**config.mk**
```make
export PLATFORM = sky130hd
export DESIGN_NAME = ddr3_axi_rd_arbiter
export DESIGN_NICKNAME = d
export VERILOG_FILES = /design/src/rtl/ddr_axi_pkg.sv /design/src/rtl/ddr3_axi_rd_arbiter_rr.sv /design/src/rtl/ddr3_axi_rd_arbiter.sv
export SDC_FILE = /design/constraint.sdc
export NUM_CORES = 1
export LEC_CHECK = 0
export BUFFER_PORTS_ARGS = -buffer_cell sky130_fd_sc_hd__buf_2
export CAP_MARGIN = 0
export CORE_AREA = 2 2 119 121
export CTS_BUF_LIST = sky130_fd_sc_hd__clkbuf_4
export DETAILED_ROUTE_END_ITERATION = 10
export DIE_AREA = 0 0 121 123
export GPL_TIMING_DRIVEN = 0
export PLACE_DENSITY = 0.68
export SYNTH_ARGS = -nofsm -noshare
export SYNTH_HDL_FRONTEND = slang
export SYNTH_SLANG_ARGS = --single-unit
```
**constraint.sdc**
```tcl
create_clock -name clk -period 6.95 [get_ports clk]
set_input_delay 0 -clock clk [delete_from_list [all_inputs] [get_ports clk]]
set_output_delay 0 -clock clk [all_outputs]
set_load 0.005 [all_outputs]
```
**src/rtl/ddr_axi_pkg.sv**
```systemverilog
// Shared AXI4 constants, response codes and helpers for the DDR3 read-port arbiter.
package ddr_axi_pkg;

   localparam logic [1:0] AXI_BURST_INCR = 2'b01;

   localparam logic [1:0] AXI_RESP_OKAY   = 2'b00;
   localparam logic [1:0] AXI_RESP_SLVERR = 2'b10;
   localparam logic [1:0] AXI_RESP_DECERR = 2'b11;

   localparam int unsigned AXI_4KB = 4096;

   typedef enum logic {
      IDLE  = 1'b0,
      ISSUE = 1'b1
   } arb_state_e;

   // AxSIZE encoding for a full-width beat: log2 of the bytes per beat.
   function automatic logic [2:0] axi_size(input int unsigned data_w);
      return 3'($clog2(data_w / 8));
   endfunction

endpackage

```
**src/rtl/ddr3_axi_rd_arbiter_rr.sv**
```systemverilog
// Round-robin request picker: first requester at or after ptr, one-hot and index grant.
module rr_arbiter #(
   parameter int unsigned N_CH = 4,
   parameter int unsigned ID_W = 2
) (
   input  logic [N_CH-1:0] req,
   input  logic [ID_W-1:0] ptr,
   input  logic            enable,
   output logic            grant_vld,
   output logic [ID_W-1:0] grant_idx,
   output logic [N_CH-1:0] grant_oh
);

   always_comb begin
      int unsigned idx;
      idx       = 0;
      grant_vld = 1'b0;
      grant_idx = '0;
      grant_oh  = '0;
      for (int unsigned off = 0; off < N_CH; off++) begin
         idx = 32'(ptr) + off;
         if (idx >= N_CH) idx = idx - N_CH;
         if (enable && !grant_vld && req[ID_W'(idx)]) begin
            grant_vld               = 1'b1;
            grant_idx               = ID_W'(idx);
            grant_oh[ID_W'(idx)]    = 1'b1;
         end
      end
   end

endmodule

```
**src/rtl/ddr3_axi_rd_arbiter.sv**
```systemverilog
// N-channel burst-read arbiter onto one AXI4 read port: round-robin AR issue tagged by
// client index, RID-based R routing, outstanding-burst limit and 4 KB crossing rejection.
module ddr3_axi_rd_arbiter
   import ddr_axi_pkg::*;
#(
   parameter int unsigned N_CH    = 4,
   parameter int unsigned ADDR_W  = 32,
   parameter int unsigned DATA_W  = 32,
   parameter int unsigned LEN_W   = 8,
   parameter int unsigned MAX_OUT = 4,
   localparam int unsigned ID_W   = (N_CH > 1) ? $clog2(N_CH) : 1
) (
   input  logic                     clk,
   input  logic                     aresetn,
   input  logic [N_CH-1:0]          c_req_valid,
   output logic [N_CH-1:0]          c_req_ready,
   input  logic [N_CH*ADDR_W-1:0]   c_req_addr,
   input  logic [N_CH*LEN_W-1:0]    c_req_len,
   output logic [N_CH-1:0]          c_req_err,
   output logic [N_CH-1:0]          c_rd_valid,
   input  logic [N_CH-1:0]          c_rd_ready,
   output logic [DATA_W-1:0]        c_rd_data,
   output logic                     c_rd_last,
   output logic                     c_rd_err,
   output logic [ID_W-1:0]          m_axi_arid,
   output logic [ADDR_W-1:0]        m_axi_araddr,
   output logic [7:0]               m_axi_arlen,
   output logic [2:0]               m_axi_arsize,
   output logic [1:0]               m_axi_arburst,
   output logic                     m_axi_arvalid,
   input  logic                     m_axi_arready,
   input  logic [ID_W-1:0]          m_axi_rid,
   input  logic [DATA_W-1:0]        m_axi_rdata,
   input  logic [1:0]               m_axi_rresp,
   input  logic                     m_axi_rlast,
   input  logic                     m_axi_rvalid,
   output logic                     m_axi_rready
);

   localparam int unsigned BYTES   = DATA_W / 8;
   localparam int unsigned SUM_W   = LEN_W + 16;
   localparam int unsigned CNT_W   = $clog2(MAX_OUT + 1);
   localparam logic [2:0]  AR_SIZE = axi_size(DATA_W);

   arb_state_e          state_q, state_d;
   logic [ID_W-1:0]     rr_ptr_q, rr_ptr_d;
   logic [CNT_W-1:0]    out_cnt_q, out_cnt_d;
   logic                arvalid_q, arvalid_d;
   logic [ID_W-1:0]     arid_q, arid_d;
   logic [ADDR_W-1:0]   araddr_q, araddr_d;
   logic [7:0]          arlen_q, arlen_d;
   logic [N_CH-1:0]     req_err_q, req_err_d;

   logic                arb_en;
   logic                grant_vld;
   logic [ID_W-1:0]     grant_idx;
   logic [N_CH-1:0]     grant_oh;
   logic [ADDR_W-1:0]   sel_addr;
   logic [LEN_W-1:0]    sel_len;
   logic [SUM_W-1:0]    end_off;
   logic                crosses_4kb;
   logic                ar_hs;
   logic                r_last_hs;

   function automatic logic [ID_W-1:0] ptr_inc(input logic [ID_W-1:0] p);
      if (32'(p) == N_CH - 1) return '0;
      return p + ID_W'(1);
   endfunction

   // Reset is folded into the enable so no grant leaks out while aresetn is low.
   assign arb_en = (state_q == IDLE) && (out_cnt_q < CNT_W'(MAX_OUT)) && aresetn;

   rr_arbiter #(
      .N_CH (N_CH),
      .ID_W (ID_W)
   ) u_rr_arbiter (
      .req       (c_req_valid),
      .ptr       (rr_ptr_q),
      .enable    (arb_en),
      .grant_vld (grant_vld),
      .grant_idx (grant_idx),
      .grant_oh  (grant_oh)
   );

   assign c_req_ready = grant_oh;

   // Mux the granted request and test whether its last byte lands past the 4 KB page.
   always_comb begin
      sel_addr = '0;
      sel_len  = '0;
      for (int unsigned i = 0; i < N_CH; i++) begin
         if (grant_oh[i]) begin
            sel_addr = c_req_addr[i*ADDR_W +: ADDR_W];
            sel_len  = c_req_len[i*LEN_W +: LEN_W];
         end
      end
      end_off     = SUM_W'(sel_addr[11:0])
                  + (SUM_W'(sel_len) + SUM_W'(1)) * SUM_W'(BYTES);
      crosses_4kb = end_off > SUM_W'(AXI_4KB);
   end

   assign ar_hs     = arvalid_q && m_axi_arready;
   assign r_last_hs = m_axi_rvalid && m_axi_rready && m_axi_rlast && (out_cnt_q != '0);

   // Next-state and AR register loading.
   always_comb begin
      state_d   = state_q;
      rr_ptr_d  = rr_ptr_q;
      arvalid_d = arvalid_q;
      arid_d    = arid_q;
      araddr_d  = araddr_q;
      arlen_d   = arlen_q;
      req_err_d = '0;
      case (state_q)
         IDLE: begin
            if (grant_vld) begin
               if (crosses_4kb) begin
                  req_err_d = grant_oh;
                  rr_ptr_d  = ptr_inc(grant_idx);
               end else begin
                  arid_d    = grant_idx;
                  araddr_d  = sel_addr;
                  arlen_d   = 8'(sel_len);
                  arvalid_d = 1'b1;
                  state_d   = ISSUE;
               end
            end
         end
         ISSUE: begin
            if (m_axi_arready) begin
               arvalid_d = 1'b0;
               rr_ptr_d  = ptr_inc(arid_q);
               state_d   = IDLE;
            end
         end
         default: state_d = IDLE;
      endcase
   end

   always_comb begin
      out_cnt_d = out_cnt_q;
      case ({ar_hs, r_last_hs})
         2'b10:   out_cnt_d = out_cnt_q + CNT_W'(1);
         2'b01:   out_cnt_d = out_cnt_q - CNT_W'(1);
         default: out_cnt_d = out_cnt_q;
      endcase
   end

   always_ff @(posedge clk or negedge aresetn) begin
      if (!aresetn) begin
         state_q   <= IDLE;
         rr_ptr_q  <= '0;
         out_cnt_q <= '0;
         arvalid_q <= 1'b0;
         arid_q    <= '0;
         araddr_q  <= '0;
         arlen_q   <= '0;
         req_err_q <= '0;
      end else begin
         state_q   <= state_d;
         rr_ptr_q  <= rr_ptr_d;
         out_cnt_q <= out_cnt_d;
         arvalid_q <= arvalid_d;
         arid_q    <= arid_d;
         araddr_q  <= araddr_d;
         arlen_q   <= arlen_d;
         req_err_q <= req_err_d;
      end
   end

   assign c_req_err     = req_err_q;
   assign m_axi_arvalid = arvalid_q;
   assign m_axi_arid    = arid_q;
   assign m_axi_araddr  = araddr_q;
   assign m_axi_arlen   = arlen_q;
   assign m_axi_arsize  = AR_SIZE;
   assign m_axi_arburst = AXI_BURST_INCR;

   // R routing by RID; beats for an unknown RID are accepted and dropped.
   always_comb begin
      c_rd_valid   = '0;
      m_axi_rready = 1'b1;
      for (int unsigned i = 0; i < N_CH; i++) begin
         if (m_axi_rid == ID_W'(i)) begin
            c_rd_valid[i] = m_axi_rvalid;
            m_axi_rready  = c_rd_ready[i];
         end
      end
   end

   assign c_rd_data = m_axi_rdata;
   assign c_rd_last = m_axi_rlast;
   assign c_rd_err  = (m_axi_rresp == AXI_RESP_SLVERR) || (m_axi_rresp == AXI_RESP_DECERR);

endmodule

```
==> reports/results.md, run 1 <==
| Group | Parameter | Reported |
| --- | --- | --- |
| floorplanning | Core Box Area | 0.0136 mm² |
| worst hold path | Hold path cells | 4 |
| layout | Number of nets in the finished design | 1067 |
| layout | Share of cells above drive strength 1 | 46.2% |
| global routing | Total routing resource utilization after global routing | 21.6% |
| pwr | Maximum resistive drop on vdd | 0.110 mV |
| timing | TNS Setup | 0 ns |
| timing | FMAX | 154 MHz |
| placed design | Post-Place Worst Slack | 0.123 ns |
| pwr | Leak | 3.42 nW |
| logic synthesis | Share of the synthesized netlist area taken by xor and xnor gates | 2.94% |
| timing | Worst-Margin Slew | 0.729 ns |
| logic synthesis | Multiplexer area fraction after synthesis | 14.0% |
| global routing | Number of antenna violations at the first check in global routing | 0 |
| clock network | Post CTS Setup Buffer Count | 0 |
| pwr | Total power consumption of the routed design | 0.00197 W |
| timing | RSZ-0062 raised after global routing | no |
| logic synthesis | Number of different library cells in the post-synthesis netlist | 65 |
| logic synthesis | Most used DFF post-synth | dfrtp_1 |
| placed design | Gp weighted congestion | 0.930 |
| drt | DRT Pass-1 Iters | 5 |
| floorplanning | Die boundary height | 123 µm |
| clock network | Number of H-tree branching levels | 2 |
| timing | Post-route worst hold slack | 0.0193 ns |
| critical path | Worst setup path category | flip-flop to flip-flop |
| timing | Slew headroom | 51.4% |
| pwr | Power per cell area | 291 mW/mm² |
| logic synthesis | Number of register bits inferred by synthesis | 53 |
| layout | Syn-to-layout area delta | 41.6% |
| clock network | Insertion delay of the later-clocked pin in the worst-skew pair | 0.39 ns |
| critical path | Critical path's slowest cell | dfrtp_2 |
| placed design | Number of input and output port buffers inserted | 262 |
| drt | Final routed wirelength across all metal layers | 17400 µm |
| global routing | Congestion Overflow GR | 0 |
| clock network | Clock tree from TritonCTS | done |
| timing | Min cycle time layout | 6.50 ns |
| timing | Fin. max-slew vios | 0 |
| critical path | Beginning of the worst register-to-register path | rr_ptr_q[0]$_DFFE_PN0P_ |
| layout | Fillers | 1324 |
| logic synthesis | Number of enable-type register cells in the synthesized netlist | 0 |
| logic synthesis | Async S/R FF share, synth | 100% |
| timing | Total setup violations reported at the end of the flow | 0 |
| floorplanning | Die Footprint | 0.0149 mm² |
| clock network | Total CTS buffers | 5 |
| logic synthesis | Sequential cell area fraction in the yosys report | 27.8% |
| drt | Number of nets still failing antenna checks after routing | 0 |
| drt | Drt wl/cell | 17.0 µm |
| timing | Final setup skew | 0.0164 ns |
| drt | DRC violation count after routing | 0 |
| placed design | Final HPWL from detailed placement | 13700 µm |
| critical path | Crit path largest cell delay | 0.49 ns |
| floorplanning | Io pins | 304 |
| worst hold path | Min-Delay Path Class | input pin to flip-flop |
| critical path | Minimum setup slack among reg-to-reg paths | 0.45 ns |
| global routing | Vias in the first global route | 4955 |
| clock network | Cell at the root of the clock tree | clkbuf_4 |
| clock network | Clock Path Buffers | 2 |
| clock network | Clock Pin Slew Worst Setup and Hold Paths | 0.17 ns |
| floorplanning | Std cell rows | 43 |
| logic synthesis | Syn_area_per_cell | 8.96 µm² |
| drt | Post-DR vias/cell | 5.13 |
| layout | Ant diodes | 0 |
| critical path | Crit-path leading delay family | buffers and inverters |
| clock network | Number of sinks on the clock net | 53 |
| global routing | Maximum number of pins on one net before global-route repair | 56 |
| critical path | Critical register-to-register path endpoint | m_axi_araddr[29]$_DFFE_PN0P_ |
| critical path | Worst Setup End Kind | flip-flop |
| critical path | Worst Reg-to-Reg Cells | 27 |
| logic synthesis | Largest family of logic cells by synthesized area | compound AO/OA/AOI/OAI gates |
| critical path | Critical path peak fanout | 10 |
| logic synthesis | Synthesized-area fraction occupied by ao, oa, aoi and oai cells | 23.2% |
| run status | Outcome | finished clean |
| logic synthesis | Post-Synth Simple-Gate Area | 14.5% |
| timing | Worst Setup Slack, final | 0.452 ns |
| critical path | Element type at the critical path start | flip-flop |
| layout | Final Core Density | 49.7% |
| logic synthesis | Count of mapped cells out of synthesis | 533 |
| critical path | Critical path startpoint | rr_ptr_q[0]$_DFFE_PN0P_ |
| logic synthesis | Post-Synth Adder-Cell Area | 5.56% |
| logic synthesis | Number of warnings reported in the yosys synthesis log | 0 |
| global routing | Wire length of the first global-routing pass | 25300 µm |
| floorplanning | X dimension of the die | 121 µm |
| logic synthesis | Post-synthesis instance area | 0.00477 mm² |
| floorplanning | Starting density of the core | 35.1% |
| critical path | Buffers plus inverters on the worst setup path | 8 |
| drt | Number of vias in the routed layout | 5225 |
| critical path | Number of cells on the critical path | 27 |
| timing | Total count of hold-check failures in the final report | 0 |
| critical path | End of the critical path | m_axi_araddr[29]$_DFFE_PN0P_ |
| timing | Final period utilization | 93.5% |
| critical path | WP data required | 7.24 ns |
| critical path | Signal arrival time at the worst endpoint | 6.78 ns |
| drt | Count of routing violations after the opening detailed-route iteration | 361 |
| flow run | Max cap viols | 0 |
-- worst register-to-register path: stages, from the launching register on --
cell and delay [ns]:
dfrtp_2 0.49, buf_4 0.19, inv_1 0.18, ha_1 0.26, buf_2 0.18, mux2i_1 0.16, o22ai_2 0.31, a32oi_1 0.12
o221ai_2 0.34, nand2_1 0.17, inv_2 0.24, clkbuf_2 0.31, clkbuf_2 0.27, o31ai_1 0.15, ha_1 0.23, fa_1 0.40
a21o_1 0.17, a21oi_1 0.22, nor2b_1 0.10, o22ai_1 0.18, xor2_1 0.17, nand4_1 0.16, nor4_2 0.34, a211o_1 0.22
and2_1 0.15, buf_6 0.15, buf_6 0.20, mux2_4 0.32
-- kinds of logic after synthesis --
| logic type | after synthesis |
|---|---|
| simple gates | 153 |
| compound gates | 148 |
| buf+inv | 94 |
| flops | 53 |
| mux | 47 |
| fa+ha+maj | 20 |
| xor+xnor | 16 |
| other cells | 2 |
-- worst min-delay path by stage --
stage | start | end | slack (ns)
final | c_req_addr[99] | m_axi_araddr[3]$_DFFE_PN0P_ | 0.02
after global routing | c_req_addr[105] | m_axi_araddr[9]$_DFFE_PN0P_ | 0.003
after CTS | c_req_len[30] | m_axi_arlen[6]$_DFFE_PN0P_ | 0.001
after detailed placement | m_axi_rresp[1] | c_rd_err | 0.16
after global placement | m_axi_rresp[1] | c_rd_err | 0.16
after floorplan | aresetn | c_req_err[0]$_DFF_PN0_ | -0.30
-- timing repair --
item,CTS,global route
hold buffers,31,2
gates resized for setup,0,14
endpoints found under the setup margin,0,49
hold endpoints to repair,84,2
-- registers in the layout, summed over array words and instances, names as in the netlist --
signal	flops
out_cnt_q	3
c_req_err	4
m_axi_arid	2
m_axi_arlen	8
m_axi_araddr	32
m_axi_arvalid	1
rr_ptr_q	2
state_q	1
-- where the power goes --
group / internal, W / leakage, nW / switching [W]
Clock: 0.0000766 / 0.0456 / 0.000107
Sequential: 0.000407 / 0.697 / 0.0000752
Combinational: 0.000591 / 2.68 / 0.000708
-- cell usage after synthesis, types with 2 or more instances --
cell type	count	area (µm²)
o22ai_1	3	18.8
fa_1	2	40.0
clkbuf_1	18	67.6
nand2_1	53	199
dfrtp_1	53	1330
ha_1	18	225
nor2b_1	3	18.8
a31oi_1	4	25.0
nor2_1	58	218
buf_4	40	300
buf_6	7	78.8
o31ai_1	29	218
o211ai_1	2	15.0
xor2_1	11	96.3
mux2_2	4	45.0
a221oi_1	36	315
a2bb2oi_1	2	17.5
inv_2	2	7.51
xnor2_1	5	43.8
or3b_1	2	17.5
o21a_2	2	17.5
and2_1	3	18.8
mux2_4	31	465
a21oi_1	26	130
a21o_1	5	37.5
or3b_2	2	17.5
mux2i_1	9	90.1
buf_1	4	15.0
buf_2	8	40.0
and3_1	2	12.5
o21bai_1	5	37.5
nand3b_1	3	22.5
nor4_1	6	37.5
conb_1	2	7.51
a32oi_1	4	35.0
nor3_1	5	25.0
a211o_1	2	17.5
mux4_2	3	67.6
o21ai_0	12	60.1
nand3_1	7	35.0
inv_1	15	56.3
a211oi_1	2	15.0
-- placed cells by master (no fill, tap or decap), types with 3 or more instances in the layout --
| master | instances |
|---|---|
| o31ai_1 | 28 |
| mux2_4 | 31 |
| clkbuf_4 | 5 |
| inv_1 | 15 |
| o21bai_1 | 5 |
| conb_1 | 5 |
| a21oi_1 | 26 |
| nand3b_1 | 3 |
| buf_6 | 7 |
| buf_2 | 269 |
| mux4_2 | 3 |
| a21o_1 | 5 |
| a32oi_1 | 4 |
| nand2_1 | 53 |
| mux2i_1 | 9 |
| clkbuf_1 | 15 |
| nand3_1 | 7 |
| o22ai_1 | 3 |
| o21ai_1 | 3 |
| a31oi_1 | 4 |
| dlygate4sd3_1 | 33 |
| buf_4 | 41 |
| nor4_1 | 5 |
| ha_1 | 18 |
| clkbuf_2 | 5 |
| xor2_1 | 11 |
| nor2_1 | 58 |
| nor3_1 | 5 |
| and2_1 | 3 |
| dfrtp_1 | 52 |
| xnor2_1 | 5 |
| a221oi_1 | 36 |
| o21ai_0 | 10 |
| nor2b_1 | 3 |
| mux2_2 | 4 |
-- per-stage QoR --
stage          area [µm²]  std cells
2_1_floorplan        4780        536
3_3_place_gp         6320        978
3_5_place_dp         6320        978
4_1_cts              6710       1017
5_1_grt              6760       1019
6_report             6760       1019
-- per-layer routing --
metal | track usage, % | part of all wire, %
met4 | 5.38 | 1.7
met2 | 39.0 | 51
met1 | 26.2 | 39
met5 | 0 | 0
met3 | 4.34 | 8.0
-- final cells by class --
cell class	count	area, µm²	area share [%]
buffer	77	508	7.51
multi-input combinational	389	2910	43.1
clock buffer	5	37.5	0.555
clock inverter	3	43.8	0.648
tap	180	225	3.33
timing repair buffer	295	1640	24.3
sequential	53	1330	19.6
inverter	17	63.8	0.944
(Power assumes the default switching activity.)
==> run 2: changes to the inputs <==
CORE_AREA = 2 2 117 119   (was 2 2 119 121)
DIE_AREA = 0 0 119 121   (was 0 0 121 123)
PLACE_DENSITY = 0.71   (was 0.68)
SYNTH_HIERARCHICAL = 1   (was default)
==> run 2 against run 1 <==
Utilization rose by 4.4 points. Sequential share of layout area fell by 0.85 points. First-iteration DRC count fell by 11%. Worst setup slack got worse by 0.23 ns. Critical endpoint is now m_axi_araddr[6]$_DFFE_PN0P_.
==> reports/results.md, run 2 <==
| Group | Parameter | Reported | Delta |
| --- | --- | --- | --- |
| critical path | Critical register-to-register path endpoint | m_axi_araddr[6]$_DFFE_PN0P_ |  |
| logic synthesis | Share of the synthesized netlist area taken by xor and xnor gates | 1.81% | -1.1 points |
| layout | Number of nets in the finished design | 1104 | +3.5% |
| worst hold path | Hold path cells | 3 | -1 |
| floorplanning | Starting density of the core | 37.1% | +2.0 points |
| logic synthesis | Post-Synth Adder-Cell Area | 6.24% | +0.68 points |
| pwr | Proportion of power drawn by combinational gates | 73.0% | +6.9 points |
| layout | Syn-to-layout area delta | 45.8% |  |
| layout | Flip-flop count of the largest register, all copies and words added | 32 | unchanged |
| clock network | Clock Path Buffers | 2 | unchanged |
| critical path | Critical path's slowest cell | mux4_2 |  |
| drt | Number of vias in the routed layout | 5332 | +2.0% |
| drt | Number of nets still failing antenna checks after routing | 0 | unchanged |
| placed design | Final HPWL from detailed placement | 13800 µm | +1.0% |
| logic synthesis | Number of enable-type register cells in the synthesized netlist | 0 | unchanged |
| clock network | Clock Pin Slew Worst Setup and Hold Paths | 0.18 ns | about the same |
| pwr | Portion of total power attributed to sequential cells | 20.5% | -4.0 points |
| logic synthesis | Post-Synth Simple-Gate Area | 14.5% | -0.056 points |
| clock network | Number of H-tree branching levels | 2 | unchanged |
| clock network | Cell at the root of the clock tree | clkbuf_4 |  |
| pwr | Net Switching | 0.00105 W | +18% |
| worst hold path | Worst hold path startpoint | c_req_len[30] |  |
| critical path | Buffers plus inverters on the worst setup path | 8 | unchanged |
| flow run | Max cap viols | 0 | unchanged |
| logic synthesis | Synthesized-area fraction occupied by ao, oa, aoi and oai cells | 21.8% | -1.4 points |
| run status | Outcome | finished clean |  |
| timing | Min cycle time layout | 6.73 ns | +0.231 ns |
| logic synthesis | Multiplexer area fraction after synthesis | 15.9% | +1.9 points |
| logic synthesis | Synth cell count leaders | dfrtp_1 (53), nand2_1 (53), a21oi_1 (49) |  |
| timing | TNS Setup | 0 ns | unchanged |
| floorplanning | Std cell rows | 42 | -2.3% |
| floorplanning | Core Box Area | 0.0131 mm² | -3.9% |
| critical path | Critical path startpoint | rr_ptr_q[0]$_DFFE_PN0P_ |  |
| worst hold path | Min-Delay Path Class | input pin to flip-flop |  |
| timing | Final period utilization | 96.8% | +3.3 points |
| floorplanning | Die Footprint | 0.0144 mm² | -3.3% |
| critical path | Critical path peak fanout | 10 | unchanged |
| critical path | Worst Setup End Kind | flip-flop |  |
| drt | DRC violation count after routing | 0 | unchanged |
| logic synthesis | Cell types occupying the most area after synthesis | dfrtp_1 (27%), mux2_4 (10%), buf_4 (5.9%), ha_1 (5.4%), a21oi_1 (5.1%) |  |
| pwr | Total power consumption of the routed design | 0.00229 W | +16% |
| logic synthesis | Sequential cell area fraction in the yosys report | 27.3% | -0.45 points |
| global routing | Maximum number of pins on one net before global-route repair | 54 | -3.6% |
| timing | Total count of hold-check failures in the final report | 0 | unchanged |
| timing | Worst-Margin Slew | 0.674 ns | -0.0542 ns |
| layout | Share of cells above drive strength 1 | 46.8% | +0.60 points |
| logic synthesis | Number of register bits inferred by synthesis | 53 | unchanged |
| placed design | Number of input and output port buffers inserted | 264 | +0.76% |
| critical path | Crit-path leading delay family | simple AND/OR/NAND/NOR gates |  |
| timing | Slew headroom | 54.6% | +3.1 points |
| pwr | Maximum resistive drop on vdd | 0.0991 mV | -9.8% |
| critical path | WP data required | 7.24 ns | about the same |
| timing | FMAX | 149 MHz | -3.4% |
| drt | DRT Pass-1 Iters | 5 | unchanged |
| layout | Most common cell after layout, fill and taps aside | buf_2 |  |
| placed design | Area after detailed placement | 0.00640 mm² | +1.3% |
| layout | Highest-count cells in the layout ignoring fill and taps | buf_2 (265), buf_4 (59), nand2_1 (53) |  |
| clock network | Number of sinks on the clock net | 53 | unchanged |
| clock network | Clock tree from TritonCTS | done |  |
| floorplanning | X dimension of the die | 119 µm | -1.7% |
| drt | Count of routing violations after the opening detailed-route iteration | 323 | -11% |
| logic synthesis | Largest family of logic cells by synthesized area | compound AO/OA/AOI/OAI gates |  |
| logic synthesis | Post-synth top area cell | dfrtp_1 |  |
| logic synthesis | Async S/R FF share, synth | 100% | unchanged |
| logic synthesis | Count of mapped cells out of synthesis | 553 | +3.8% |
| pwr | Power per cell area | 324 mW/mm² | +11% |
| logic synthesis | Number of warnings reported in the yosys synthesis log | 6 | +6 |
| critical path | Minimum setup slack among reg-to-reg paths | 0.22 ns | -0.23 ns |
| critical path | Element type at the critical path start | flip-flop |  |
| pwr | Clock network power share | 6.5% | -2.9 points |
| timing | Fin. max-slew vios | 0 | unchanged |
| critical path | Dominant cell type by count on the critical path | buf_6 |  |
| pwr | Internal Pwr Total | 0.00124 W | +15% |
| logic synthesis | Most used DFF post-synth | dfrtp_1 |  |
| timing | Final setup skew | 0.0120 ns | -0.00433 ns |
| logic synthesis | Syn_area_per_cell | 8.77 µm² | -2.0% |
| critical path | Worst Reg-to-Reg Cells | 28 | +3.7% |
| global routing | Wire length of the first global-routing pass | 26400 µm | +4.4% |
| layout | Final std cell area, no fill | 0.00707 mm² | +4.6% |
| critical path | Crit path largest cell delay | 0.53 ns | +0.04 ns |
| critical path | Worst setup path category | flip-flop to flip-flop |  |
| drt | Post-DR vias/cell | 5.07 | -1.1% |
| logic synthesis | Post-synthesis instance area | 0.00485 mm² | +1.7% |
| pwr | Switching part of the total | 46.0% | +0.67 points |
| critical path | Beginning of the worst register-to-register path | rr_ptr_q[0]$_DFFE_PN0P_ |  |
| timing | Total setup violations reported at the end of the flow | 0 | unchanged |
| clock network | Total CTS buffers | 5 | unchanged |
| pwr | Leak | 3.73 nW | +9.0% |
| drt | Final routed wirelength across all metal layers | 17800 µm | +2.3% |
| global routing | Total routing resource utilization after global routing | 23.3% | +1.8 points |
| critical path | Signal arrival time at the worst endpoint | 7.02 ns | +0.24 ns |
| logic synthesis | Number of different library cells in the post-synthesis netlist | 61 | -6.2% |
| drt | Drt wl/cell | 16.9 µm | -0.79% |
| floorplanning | Io pins | 304 | unchanged |
| global routing | Congestion Overflow GR | 0 | unchanged |
| global routing | Number of antenna violations at the first check in global routing | 3 | +3 |
| floorplanning | Die boundary height | 121 µm | -1.6% |
| placed design | Gp weighted congestion | 0.846 | -9.0% |
| logic synthesis | Area share of the largest cell type after synthesis | 27.3% | -0.45 points |
| clock network | Insertion delay of the later-clocked pin in the worst-skew pair | 0.40 ns | about the same |
| global routing | Vias in the first global route | 5104 | +3.0% |
| worst hold path | Min-Delay Endpoint | m_axi_arlen[6]$_DFFE_PN0P_ |  |
[run 2: changes by cell type after synthesis, sizes merged, moves of 6 or more]
cell / delta
a221oi: -28
nor2b: +9
a21oi: +22
a22oi: +29
nor2: -18
o31ai: -26
buf: -6
o21ai: +28
clkbuf: +6
[run 2: layout make-up]
cell class | count | area, µm²
antenna | 2 | 5.00
buffer | 76 | 582
clock buffer | 5 | 37.5
clock inverter | 3 | 21.3
fill | 1225 | 6010
inverter | 21 | 82.6
multi-input combinational | 405 | 3050
sequential | 53 | 1330
tap | 176 | 220
timing repair buffer | 310 | 1750
[run 2: worst max path at each step]
stage | end | cells past startpoint
after floorplan | m_axi_araddr[0]$_DFFE_PN0P_ | 28
after global placement | m_axi_araddr[0]$_DFFE_PN0P_ | 27
after detailed placement | m_axi_araddr[1]$_DFFE_PN0P_ | 26
after CTS | m_axi_araddr[1]$_DFFE_PN0P_ | 28
after global routing | m_axi_araddr[7]$_DFFE_PN0P_ | 28
final | m_axi_araddr[6]$_DFFE_PN0P_ | 28
[run 2: repair_timing]
action                                 4_1_cts  5_1_grt
hold buffers                                27        0
endpoints found under the hold margin       80        0
gates cloned                                 0        1
pin swaps                                    5        7
buffers inserted                             9        9
gates resized for setup                     30       29
setup endpoints to repair                   50       43
[run 2: power by group through the flow]
stage	Sequential (W)	Combinational [W]	Clock (W)
floorplan	0.000481	0.00100	0
global placement	0.000483	0.00143	0
detailed placement	0.000485	0.00145	0
CTS	0.000469	0.00158	0.000155
global route	0.000482	0.00185	0.000167
finish	0.000469	0.00167	0.000150
[run 2: kinds of logic (layout without fill, tap and decap cells)]
group,after synthesis,count (layout)
AOI/OAI and AO/OA,166,166
xor gates and xnor gates,10,10
adders and majority gates,23,23
buffers and inverters,98,415
DFF,53,53
muxes,53,53
other,2,7
and+or+nand+nor,148,148
[run 2: worst register-to-register path: cells and delay by family, from the launching register on]
family / cells / cell delay [ns]
compound gates: 8 / 1.53
xor+xnor: 1 / 0.15
fa+ha+maj: 2 / 0.63
buf+inv: 8 / 1.11
flops: 1 / 0.42
mux: 2 / 0.83
simple gates: 7 / 1.93
[run 2: per-layer routing]
layer,up-vias,GRT usage [%],wire length [µm]
li1,2589,-,-
met1,2490,29.7,7400
met2,232,39.9,8890
met3,19,5.31,1250
met4,2,6.25,212
met5,-,0,13
[run 2: stage by stage]
step	setup slack (ns)	util, %	hold WS, ns	cells
after floorplan	0.144	-	-0.296	556
after global placement	-1.68	48.9	0.166	996
after detailed placement	-1.62	48.9	0.166	996
after CTS	0.0437	52.8	0.0109	1039
after global routing	-0.0911	54.1	0.00670	1051
final	0.220	54.1	0.0144	1051
